## src/rtl/ahb_bus_arbiter_pkg.sv

```systemverilog
// Shared AHB encodings and burst-length helper for the bus arbiter.
package ahb_bus_arbiter_pkg;

  typedef enum logic [1:0] {
    HT_IDLE   = 2'b00,
    HT_BUSY   = 2'b01,
    HT_NONSEQ = 2'b10,
    HT_SEQ    = 2'b11
  } htrans_t;

  typedef enum logic [2:0] {
    HB_SINGLE = 3'd0,
    HB_INCR   = 3'd1,
    HB_WRAP4  = 3'd2,
    HB_INCR4  = 3'd3,
    HB_WRAP8  = 3'd4,
    HB_INCR8  = 3'd5,
    HB_WRAP16 = 3'd6,
    HB_INCR16 = 3'd7
  } hburst_t;

  typedef enum logic [1:0] {
    HR_OKAY  = 2'b00,
    HR_ERROR = 2'b01,
    HR_RETRY = 2'b10,
    HR_SPLIT = 2'b11
  } hresp_t;

  typedef enum logic [1:0] {
    ST_ARB    = 2'd0,
    ST_BURST  = 2'd1,
    ST_LOCKED = 2'd2
  } arb_state_t;

  // Beats in a burst; 0 marks undefined-length INCR.
  function automatic logic [4:0] burst_beats(input hburst_t burst);
    case (burst)
      HB_SINGLE:           return 5'd1;
      HB_INCR:             return 5'd0;
      HB_WRAP4, HB_INCR4:  return 5'd4;
      HB_WRAP8, HB_INCR8:  return 5'd8;
      HB_WRAP16, HB_INCR16: return 5'd16;
      default:             return 5'd0;
    endcase
  endfunction

endpackage

```

## src/rtl/ahb_bus_arbiter_if.sv

```systemverilog
// Arbitration signal bundle between the bus masters/mux and the arbiter.
interface ahb_bus_arbiter_if #(
  parameter int NUM_MASTERS = 4
);
  import ahb_bus_arbiter_pkg::*;

  localparam int MW = (NUM_MASTERS > 1) ? $clog2(NUM_MASTERS) : 1;

  logic [NUM_MASTERS-1:0] HBUSREQ;
  logic [NUM_MASTERS-1:0] HLOCK;
  htrans_t                HTRANS;
  hburst_t                HBURST;
  logic                   HREADY;
  hresp_t                 HRESP;
  logic [NUM_MASTERS-1:0] HGRANT;
  logic [MW-1:0]          HMASTER;
  logic                   HMASTLOCK;

  modport master (
    output HBUSREQ, HLOCK, HTRANS, HBURST, HREADY, HRESP,
    input  HGRANT, HMASTER, HMASTLOCK
  );

  modport slave (
    input  HBUSREQ, HLOCK, HTRANS, HBURST, HREADY, HRESP,
    output HGRANT, HMASTER, HMASTLOCK
  );

endinterface

```

## src/rtl/ahb_bus_arbiter_rr_picker.sv

```systemverilog
// Combinational round-robin pick: first requester after last_i, wrapping,
// with last_i itself checked last and DEFAULT_MASTER when nobody requests.
module ahb_bus_arbiter_rr_picker #(
  parameter int NUM_MASTERS    = 4,
  parameter int DEFAULT_MASTER = 0,
  localparam int MW            = (NUM_MASTERS > 1) ? $clog2(NUM_MASTERS) : 1
) (
  input  logic [NUM_MASTERS-1:0] req_i,
  input  logic [MW-1:0]          last_i,
  output logic [NUM_MASTERS-1:0] grant_oh_o,
  output logic [MW-1:0]          grant_idx_o
);

  function automatic logic [MW-1:0] wrap_add(input logic [MW-1:0] base, input int step);
    logic [MW:0] sum;
    sum = {1'b0, base} + (MW+1)'(step);
    if (sum >= (MW+1)'(NUM_MASTERS)) begin
      sum = sum - (MW+1)'(NUM_MASTERS);
    end else begin
      sum = sum;
    end
    return sum[MW-1:0];
  endfunction

  // Scan farthest-first so the nearest requester after last_i overrides.
  always_comb begin
    grant_idx_o = MW'(DEFAULT_MASTER);
    for (int k = NUM_MASTERS; k >= 1; k--) begin
      if (req_i[wrap_add(last_i, k)]) begin
        grant_idx_o = wrap_add(last_i, k);
      end else begin
        grant_idx_o = grant_idx_o;
      end
    end
  end

  assign grant_oh_o = NUM_MASTERS'(1) << grant_idx_o;

endmodule

```

## src/rtl/ahb_bus_arbiter.sv

```systemverilog
// AHB bus arbiter: round-robin grant with unsplittable fixed bursts and
// locked sequences; HGRANT/HMASTER/HMASTLOCK are all registered.
module ahb_bus_arbiter
  import ahb_bus_arbiter_pkg::*;
#(
  parameter int NUM_MASTERS    = 4,
  parameter int DEFAULT_MASTER = 0
) (
  input logic              HCLK,
  input logic              HRESETn,
  ahb_bus_arbiter_if.slave bus
);

  localparam int MW = (NUM_MASTERS > 1) ? $clog2(NUM_MASTERS) : 1;

  arb_state_t             state_d, state_q;
  logic [3:0]             cnt_d, cnt_q;
  logic [NUM_MASTERS-1:0] gnt_d, gnt_q;
  logic [MW-1:0]          gnt_idx_d, gnt_idx_q;
  logic [MW-1:0]          hmaster_d, hmaster_q;
  logic                   hmastlock_d, hmastlock_q;
  logic [NUM_MASTERS-1:0] pick_oh_s;
  logic [MW-1:0]          pick_idx_s;
  logic [4:0]             beats_s;
  logic                   fixed_burst_s;
  logic                   owner_locks_s;

  ahb_bus_arbiter_rr_picker #(
    .NUM_MASTERS    (NUM_MASTERS),
    .DEFAULT_MASTER (DEFAULT_MASTER)
  ) u_picker (
    .req_i       (bus.HBUSREQ),
    .last_i      (hmaster_q),
    .grant_oh_o  (pick_oh_s),
    .grant_idx_o (pick_idx_s)
  );

  // Next-state: arbitration, burst/lock tracking and address-phase owner.
  always_comb begin
    state_d       = state_q;
    cnt_d         = cnt_q;
    gnt_d         = gnt_q;
    gnt_idx_d     = gnt_idx_q;
    beats_s       = burst_beats(bus.HBURST);
    fixed_burst_s = (bus.HTRANS == HT_NONSEQ) && (beats_s >= 5'd4);
    owner_locks_s = bus.HLOCK[gnt_idx_q] && bus.HBUSREQ[gnt_idx_q];

    if (bus.HREADY) begin
      hmaster_d   = gnt_idx_q;
      hmastlock_d = bus.HLOCK[gnt_idx_q];
    end else begin
      hmaster_d   = hmaster_q;
      hmastlock_d = hmastlock_q;
    end

    case (state_q)
      ST_ARB: begin
        if (!bus.HREADY) begin
          state_d = ST_ARB;
        end else if (owner_locks_s) begin
          state_d = ST_LOCKED;
          cnt_d   = 4'd0;
        end else if (fixed_burst_s) begin
          // Grant is held so the burst starting now is not split.
          state_d = ST_BURST;
          cnt_d   = 4'(beats_s - 5'd1);
        end else begin
          gnt_d     = pick_oh_s;
          gnt_idx_d = pick_idx_s;
        end
      end
      ST_BURST: begin
        if (bus.HRESP != HR_OKAY) begin
          state_d = ST_ARB;
          cnt_d   = 4'd0;
        end else if (!bus.HREADY) begin
          cnt_d = cnt_q;
        end else if ((bus.HTRANS == HT_IDLE) || (bus.HTRANS == HT_NONSEQ)) begin
          state_d = ST_ARB;
          cnt_d   = 4'd0;
        end else if (bus.HTRANS == HT_SEQ) begin
          if (cnt_q <= 4'd1) begin
            state_d = ST_ARB;
            cnt_d   = 4'd0;
          end else begin
            cnt_d = cnt_q - 4'd1;
          end
        end else begin
          cnt_d = cnt_q;
        end
      end
      ST_LOCKED: begin
        if (bus.HREADY && !bus.HLOCK[gnt_idx_q]) begin
          state_d = ST_ARB;
        end else begin
          state_d = ST_LOCKED;
        end
      end
      default: begin
        state_d = ST_ARB;
        cnt_d   = 4'd0;
      end
    endcase
  end

  // State and output registers with synchronous active-low reset.
  always_ff @(posedge HCLK) begin
    if (!HRESETn) begin
      state_q     <= ST_ARB;
      cnt_q       <= 4'd0;
      gnt_q       <= NUM_MASTERS'(1) << DEFAULT_MASTER;
      gnt_idx_q   <= MW'(DEFAULT_MASTER);
      hmaster_q   <= MW'(DEFAULT_MASTER);
      hmastlock_q <= 1'b0;
    end else begin
      state_q     <= state_d;
      cnt_q       <= cnt_d;
      gnt_q       <= gnt_d;
      gnt_idx_q   <= gnt_idx_d;
      hmaster_q   <= hmaster_d;
      hmastlock_q <= hmastlock_d;
    end
  end

  assign bus.HGRANT    = gnt_q;
  assign bus.HMASTER   = hmaster_q;
  assign bus.HMASTLOCK = hmastlock_q;

endmodule

```

## src/flat_wrapper.sv

```systemverilog
// flat-port wrapper written by rule: the top's interface ports become plain ports
module ahb_bus_arbiter_flat import ahb_bus_arbiter_pkg::*;
#(
  parameter int NUM_MASTERS    = 4,
  parameter int DEFAULT_MASTER = 0
)
  (HCLK, HRESETn, bus_HBUSREQ, bus_HLOCK, bus_HTRANS, bus_HBURST, bus_HREADY, bus_HRESP, bus_HGRANT, bus_HMASTER, bus_HMASTLOCK);
  ahb_bus_arbiter_if #(.NUM_MASTERS(NUM_MASTERS)) bus_i ();
  input logic HCLK;
  input logic HRESETn;
  input wire logic [$bits(bus_i.HBUSREQ)-1:0] bus_HBUSREQ;
  input wire logic [$bits(bus_i.HLOCK)-1:0] bus_HLOCK;
  input wire logic [$bits(bus_i.HTRANS)-1:0] bus_HTRANS;
  input wire logic [$bits(bus_i.HBURST)-1:0] bus_HBURST;
  input wire logic [$bits(bus_i.HREADY)-1:0] bus_HREADY;
  input wire logic [$bits(bus_i.HRESP)-1:0] bus_HRESP;
  output wire logic [$bits(bus_i.HGRANT)-1:0] bus_HGRANT;
  output wire logic [$bits(bus_i.HMASTER)-1:0] bus_HMASTER;
  output wire logic [$bits(bus_i.HMASTLOCK)-1:0] bus_HMASTLOCK;
  assign bus_i.HBUSREQ = bus_HBUSREQ;
  assign bus_i.HLOCK = bus_HLOCK;
  assign bus_i.HTRANS = bus_HTRANS;
  assign bus_i.HBURST = bus_HBURST;
  assign bus_i.HREADY = bus_HREADY;
  assign bus_i.HRESP = bus_HRESP;
  assign bus_HGRANT = bus_i.HGRANT;
  assign bus_HMASTER = bus_i.HMASTER;
  assign bus_HMASTLOCK = bus_i.HMASTLOCK;
  ahb_bus_arbiter #(.NUM_MASTERS(NUM_MASTERS), .DEFAULT_MASTER(DEFAULT_MASTER)) u_core (.HCLK(HCLK), .HRESETn(HRESETn), .bus(bus_i));
endmodule
```

## config.mk

```make
export PLATFORM = sky130hd
export DESIGN_NAME = ahb_bus_arbiter_flat
export DESIGN_NICKNAME = d
export VERILOG_FILES = /design/src/rtl/ahb_bus_arbiter_pkg.sv /design/src/rtl/ahb_bus_arbiter_if.sv /design/src/rtl/ahb_bus_arbiter_rr_picker.sv /design/src/rtl/ahb_bus_arbiter.sv /design/src/flat_wrapper.sv
export SDC_FILE = /design/constraint.sdc
export NUM_CORES = 1
export LEC_CHECK = 0
export CAP_MARGIN = 20
export CELL_PAD_IN_SITES_DETAIL_PLACEMENT = 0
export CELL_PAD_IN_SITES_GLOBAL_PLACEMENT = 1
export CORE_ASPECT_RATIO = 1.25
export CORE_MARGIN = 10
export CORE_UTILIZATION = 35
export CTS_CLUSTER_DIAMETER = 30
export DETAILED_ROUTE_END_ITERATION = 12
export PLACE_DENSITY_LB_ADDON = 0.1
export SLEW_MARGIN = 30
export SYNTH_ARGS = -nofsm -noshare
export SYNTH_HDL_FRONTEND = slang
export SYNTH_SLANG_ARGS = --single-unit
```

## constraint.sdc

```tcl
create_clock -name HCLK -period 2.8 [get_ports HCLK]
set_input_delay 0.28 -clock HCLK [delete_from_list [all_inputs] [get_ports HCLK]]
set_output_delay 0.28 -clock HCLK [all_outputs]
set_load 0.02 [all_outputs]
```

## Yosys cells after proc, flatten, opt, wreduce, memory -nomap -nowiden

Memories as Yosys holds them, arrays and structs flattened.
Cells that the tools add are included.
W data, S select, Z words.

- Add/subtract/negate cells: 10
- Magnitude comparators: 11
- Eq/ne operators: 10
- Shifts and indexed selects: 1
- Mux-type cells: 39
- Bitwise operators: 3
- Reduce and logical (&&, ||, !) cells: 11

Operators with widths:

| operator | count |
|---|---|
| $mux W2 | 17 |
| $mux W4 | 8 |
| $lt A2 B3 Y1 const B | 5 |
| $bmux W1 S2 | 6 |
| $ge A3 B3 Y1 const B | 4 |
| $pmux W4 S3 | 1 |
| $ne A4 B1 Y1 const B | 2 |
| $reduce_and A4 Y1 | 2 |
| $sub A2 B1 Y2 const B | 4 |
| $sub A4 B1 Y4 const B | 2 |
| $add A2 B2 Y3 const B | 2 |
| $eq A2 B2 Y1 const B | 3 |
| $mux W1 | 6 |
| $pmux W2 S3 | 1 |
| $ge A5 B3 Y1 const B | 1 |
| $reduce_and A5 Y1 | 1 |
| $le A4 B1 Y1 const B | 1 |
| $logic_not A2 Y1 | 2 |
| $ne A4 B2 Y1 const B | 1 |
| $shl A1 B2 Y4 const A | 1 |
| $add A2 B1 Y3 const B | 1 |
| $add A2 B3 Y3 const B | 1 |
| $logic_and A1 B1 Y1 | 3 |
| $ne A3 B1 Y1 const B | 1 |
| 7 further kinds | 9 |

- Register bits: 15
- Memory bits (read-only): 32
- Bits of input ports: 18
- Output and inout bits: 7
- Memories: 1

Memories:

| memory | words | bits a word | read ports | clocked after memory_dff | write ports | line | RTL |
|---|---|---|---|---|---|---|---|
| (name not given) | 8 | 4 | 1 | 0 | 0 | ahb_bus_arbiter_pkg.sv:37 | `case (burst)` |

## Longest topological paths before layout

- Depth after elaboration: 10
- Depth in mapped cells: 7
- Depth with buffers taken out: 7

## Cells and area by module

A second synthesis with hierarchy kept.

- Cells, all modules: 129
- Area, all modules: 1094.8 um^2

Modules (own cells, without submodules):

| module | times used | cells each | area an instance (um^2) |
|---|---|---|---|
| ahb_bus_arbiter | 1 | 97 | 868.3 |
| ahb_bus_arbiter_rr_picker | 1 | 32 | 226.5 |

## Worst setup path before layout

Ideal clock, no wire load.

- Kind: reg2reg
- Start: register u_core.gnt_idx_q[0]
- End: register u_core.gnt_q[2] (netlist: u_core.bus.HGRANT[2])
- Arrival time: 1.854 ns
- Data required time: 2.733 ns
- Setup slack: 0.880 ns
- Cell stages (with the launch flop): 6
- Path through: dfxtp_1 -> mux4_2 -> a21oi_4 -> nand4_4 -> or3b_1 -> a21oi_2

- Longest elaborated chain between the ends: 5
- Elaborated cells on any way between the ends: 7
- Classes of those cells: mux (4); bitwise (1); reduce/logical (2)

RTL lines:

| element | line | RTL |
|---|---|---|
| start: declaration | ahb_bus_arbiter.sv:19 | `logic [MW-1:0] gnt_idx_d, gnt_idx_q;` |
| start signal: assignment | ahb_bus_arbiter.sv:112 | `gnt_idx_q <= MW'(DEFAULT_MASTER);` |
| start signal: assignment | ahb_bus_arbiter.sv:119 | `gnt_idx_q <= gnt_idx_d;` |
| $bmux W1 S2 | ahb_bus_arbiter.sv:46 | `owner_locks_s = bus.HLOCK[gnt_idx_q] && bus.HBUSREQ[gnt_idx_q];` |
| $mux W1 (not written as such) | ahb_bus_arbiter.sv:46 |  |
| $logic_and A1 B1 Y1 (*) | ahb_bus_arbiter.sv:46 |  |
| $not A1 Y1 (no line) (*) | -- |  |
| $reduce_and A4 Y1 (no line) (*) | -- |  |
| end signal: assignment | ahb_bus_arbiter.sv:111 | `gnt_q <= NUM_MASTERS'(1) << DEFAULT_MASTER;` |
| end signal: assignment | ahb_bus_arbiter.sv:118 | `gnt_q <= gnt_d;` |
| end: declaration | ahb_bus_arbiter.sv:18 | `logic [NUM_MASTERS-1:0] gnt_d, gnt_q;` |

Mark *: on every way between the ends. The rest lies on a longest branch, timed or not. The select of a mux whose other input is x is not followed.
A chain may end at the register's enable or synchronous reset.

## Final worst setup path

Ends and elaborated chain as after synthesis.

==> impl_metrics.py <==
metrics = {
    "die": {
        "die_x_um": 66.1,
        "core_um2": 2500,
        "start_util_pct": 37.2,
        "die_h_um": 77.7,
        "rows": 20,
        "die_area_um2": 5140,
        "ios": 25,
    },
    "detailed_routing": {
        "via_per_inst": 5.50,
        "remaining_drc_errors": 0,
        "wire_per_inst_um": 13.9,
        "dr.pass1.iters": 4,
        "drt-total-wl_mm": 2.22,
        "vias": 875,
        "drt_iter0_drc": 40,
        "ant_nets": 0,
    },
    "setup_path": {
        "critPathKind": "reg2reg",
        "cp.required_ns": 3.02,
        "critPathLaunch": "u_core.gnt_idx_q[0]",
        "slowest_stage": "mux4_2",
        "critPathMaxStageDelay_ns": 0.59,
        "timing.rr.start": "u_core.gnt_idx_q[0]",
        "end_kind": "flop",
        "crit_fanout": 10,
        "reg2reg_slack_ns": 0.76,
        "cp_top_family": "simple AND/OR/NAND/NOR gates",
        "crit_cells": 5,
        "timing.rr.end": "u_core.bus.HGRANT[2]",
        "crit_path_end": "u_core.bus.HGRANT[2]",
        "reg2reg_depth": 5,
        "worstPathBufferInverterCount": 0,
        "arrival_ns": 2.26,
        "start_kind": "flop",
        "path_cells": "mux4_2, a21oi_4, nand4_4, or3b_1, a21oi_2",
    },
    "yosys": {
        "yosysMostFrequentCell": "dfxtp_1",
        "synth_top_area_share_pct": 32.3,
        "ys_ff_latch": 15,
        "synth_ff_type": "dfxtp_1",
        "yosysTopAreaCell": "dfxtp_1",
        "synth_cells": 98,
        "async_flop_share_pct": 0,
        "synth.distinct_cells": 39,
        "synth-edff-count": 0,
        "synth_common_cells": "15 x dfxtp_1, 10 x nor2_1, 6 x inv_1, 6 x mux2i_1",
        "synth_seq_area_share_pct": 32.3,
        "syn_area_per_cell_um2": 9.50,
        "yosys_warnings": 0,
        "synth_nets": 119,
        "synth_area_leaders": "dfxtp_1 32%, mux2i_1 6.5%, mux4_2 4.8%",
        "synth_area_um2": 931,
    },
    "timing": {
        "fin_setup_tns_ns": 0,
        "slew_viol_final": 0,
        "setup_viol": 0,
        "finalHoldViolCount": 0,
        "layout_min_cycle_time_ns": 2.04,
        "finalWorstSetupSlack_ns": 0.757,
        "fmax_mhz": 489,
        "rsz0062_at_grt": "false",
        "slew_headroom_pct": 57.7,
        "period_share_pct": 73.0,
        "tightestPinTransition_ns": 0.625,
        "finClkSkew_ns": 0.00234,
    },
    "placed_design": {
        "pre_cts_ws_ns": 0.466,
        "gp_congestion": 0.737,
        "io_buffers": 24,
        "hpwl_mm": 1.79,
        "placed_cells": 155,
    },
    "power_and_ir_drop": {
        "power_mw": 0.536,
        "ir_worst_vdd_mv": 0.300,
        "p_leak_nw": 0.461,
        "p_per_area_nw_per_um2": 434,
    },
    "run": {
        "max_cap_violations": 0,
    },
    "grt": {
        "grt_pass1_vias": 879,
        "grt_first_pass_wirelength_mm": 3.89,
        "grt.overflow.total": 0,
        "grt_use_total_pct": 9.19,
        "antenna_found_initial": 0,
        "grt_max_degree": 11,
    },
    "clock_tree": {
        "cts_repair_resize_count": 0,
        "cts_hold_buf": 0,
        "postCtsSetupBuffers": 0,
        "clock_latency_ns": 0.28,
        "cts-buffers-inserted": 3,
        "htreeDepth": 1,
        "cts.sinks": 15,
        "cts_buffer_depth": 2,
        "clk_pin_slew_ns": 0.09,
        "cts_tree": "built",
        "root_buffer": "clkbuf_4",
    },
    "final_layout": {
        "final-seq-area_um2": 300,
        "diodes": 0,
        "drive_gt1_share_pct": 11.9,
        "nets": 148,
        "fillers": 245,
        "syn2layout_area_growth_pct": 32.8,
        "multi_input_area_um2": 597,
        "stdcell_count": 159,
    },
    "outcome": {
        "status": "finished clean",
    },
    "min_path": {
        "hp-class": "reg2reg",
    },
}
## sequential cells by signal, indices dropped and copies added, names as in the netlist
register and flops:
u_core.cnt_q 4, u_core.state_q 2, u_core.bus.HGRANT 4, u_core.bus.HMASTER 2, u_core.bus.HMASTLOCK 1, u_core.gnt_idx_q 2
## worst min path at each step
stage,startpoint,depth (start not counted),slack [ns],end
final,u_core.bus.HGRANT[3],2,0.46,u_core.bus.HGRANT[3]
after floorplan,HRESETn,1,0.36,u_core.bus.HGRANT[0]
after detailed placement,u_core.bus.HGRANT[3],2,0.45,u_core.bus.HGRANT[3]
after CTS,u_core.bus.HGRANT[3],2,0.47,u_core.bus.HGRANT[3]
after global placement,u_core.bus.HGRANT[3],2,0.45,u_core.bus.HGRANT[3]
after global routing,u_core.bus.HGRANT[2],2,0.48,u_core.bus.HGRANT[2]
## worst register-to-register path: cells and delay by family (launching register included)
family             cells  cell delay (ns)
DFF                    1             0.44
and+or+nand+nor        2             0.62
muxes                  1             0.59
AOI/OAI and AO/OA      2             0.34
## cell families (layout without fill, tap and decap cells)
kind of cell               Yosys count  count (layout)  share of synthesized area [%]
adders and majority gates            3               3                           4.03
xor gates and xnor gates             2               2                           1.88
AOI/OAI and AO/OA                   27              27                           23.5
muxes                                8               8                           11.3
and+or+nand+nor                     36              36                           23.4
DFF                                 15              15                           32.3
buffers and inverters                7              35                           3.63
## layer usage
| metal | GRT usage, % | routed length (um) | share of wire, % | vias up |
|---|---|---|---|---|
| li1 | - | - | - | 427 |
| met1 | 10.7 | 946 | 43 | 411 |
| met2 | 14.8 | 1060 | 48 | 33 |
| met3 | 3.59 | 182 | 8.2 | 4 |
| met4 | 3.15 | 25 | 1.1 | 0 |
| met5 | 0 | 0 | 0 | - |
## per-stage QoR
step,area [um2],hold slack [ns],util (%)
final,1240,0.459,49.4
after CTS,1240,0.468,49.4
after detailed placement,1210,0.453,48.3
after global routing,1240,0.484,49.4
after floorplan,931,0.358,-
after global placement,1210,0.449,48.3
## area by class of cell
type | count | area share (%)
repair buffers | 25 | 20.0
flip-flops and latches | 15 | 24.3
clock inverters | 1 | 0.405
inverters | 6 | 1.82
multi-input cells | 76 | 48.3
well taps | 33 | 3.34
clock buffers | 3 | 1.82
## power by group
part	total (mW)	switching [mW]	internal [mW]
logic	0.168	0.0788	0.0891
clock network	0.122	0.0692	0.0529
registers	0.246	0.0169	0.229
## cells in the final DEF, fill, tap and decap left out, types with 3 or more instances in the layout
| cell type | netlist | routed |
|---|---|---|
| clkdlybuf4s50_1 | 0 | 24 |
| o22ai_1 | 4 | 4 |
| ha_1 | 3 | 3 |
| nand2b_1 | 3 | 3 |
| nand2_1 | 5 | 5 |
| inv_1 | 6 | 6 |
| nor3_1 | 3 | 3 |
| mux2i_1 | 6 | 6 |
| nor2b_1 | 3 | 3 |
| a21oi_1 | 5 | 5 |
| dfxtp_1 | 15 | 15 |
| clkbuf_4 | 0 | 3 |
| a22o_1 | 3 | 3 |
| nor2_1 | 10 | 10 |
No activity file was read; power rests on OpenSTA's default activity.
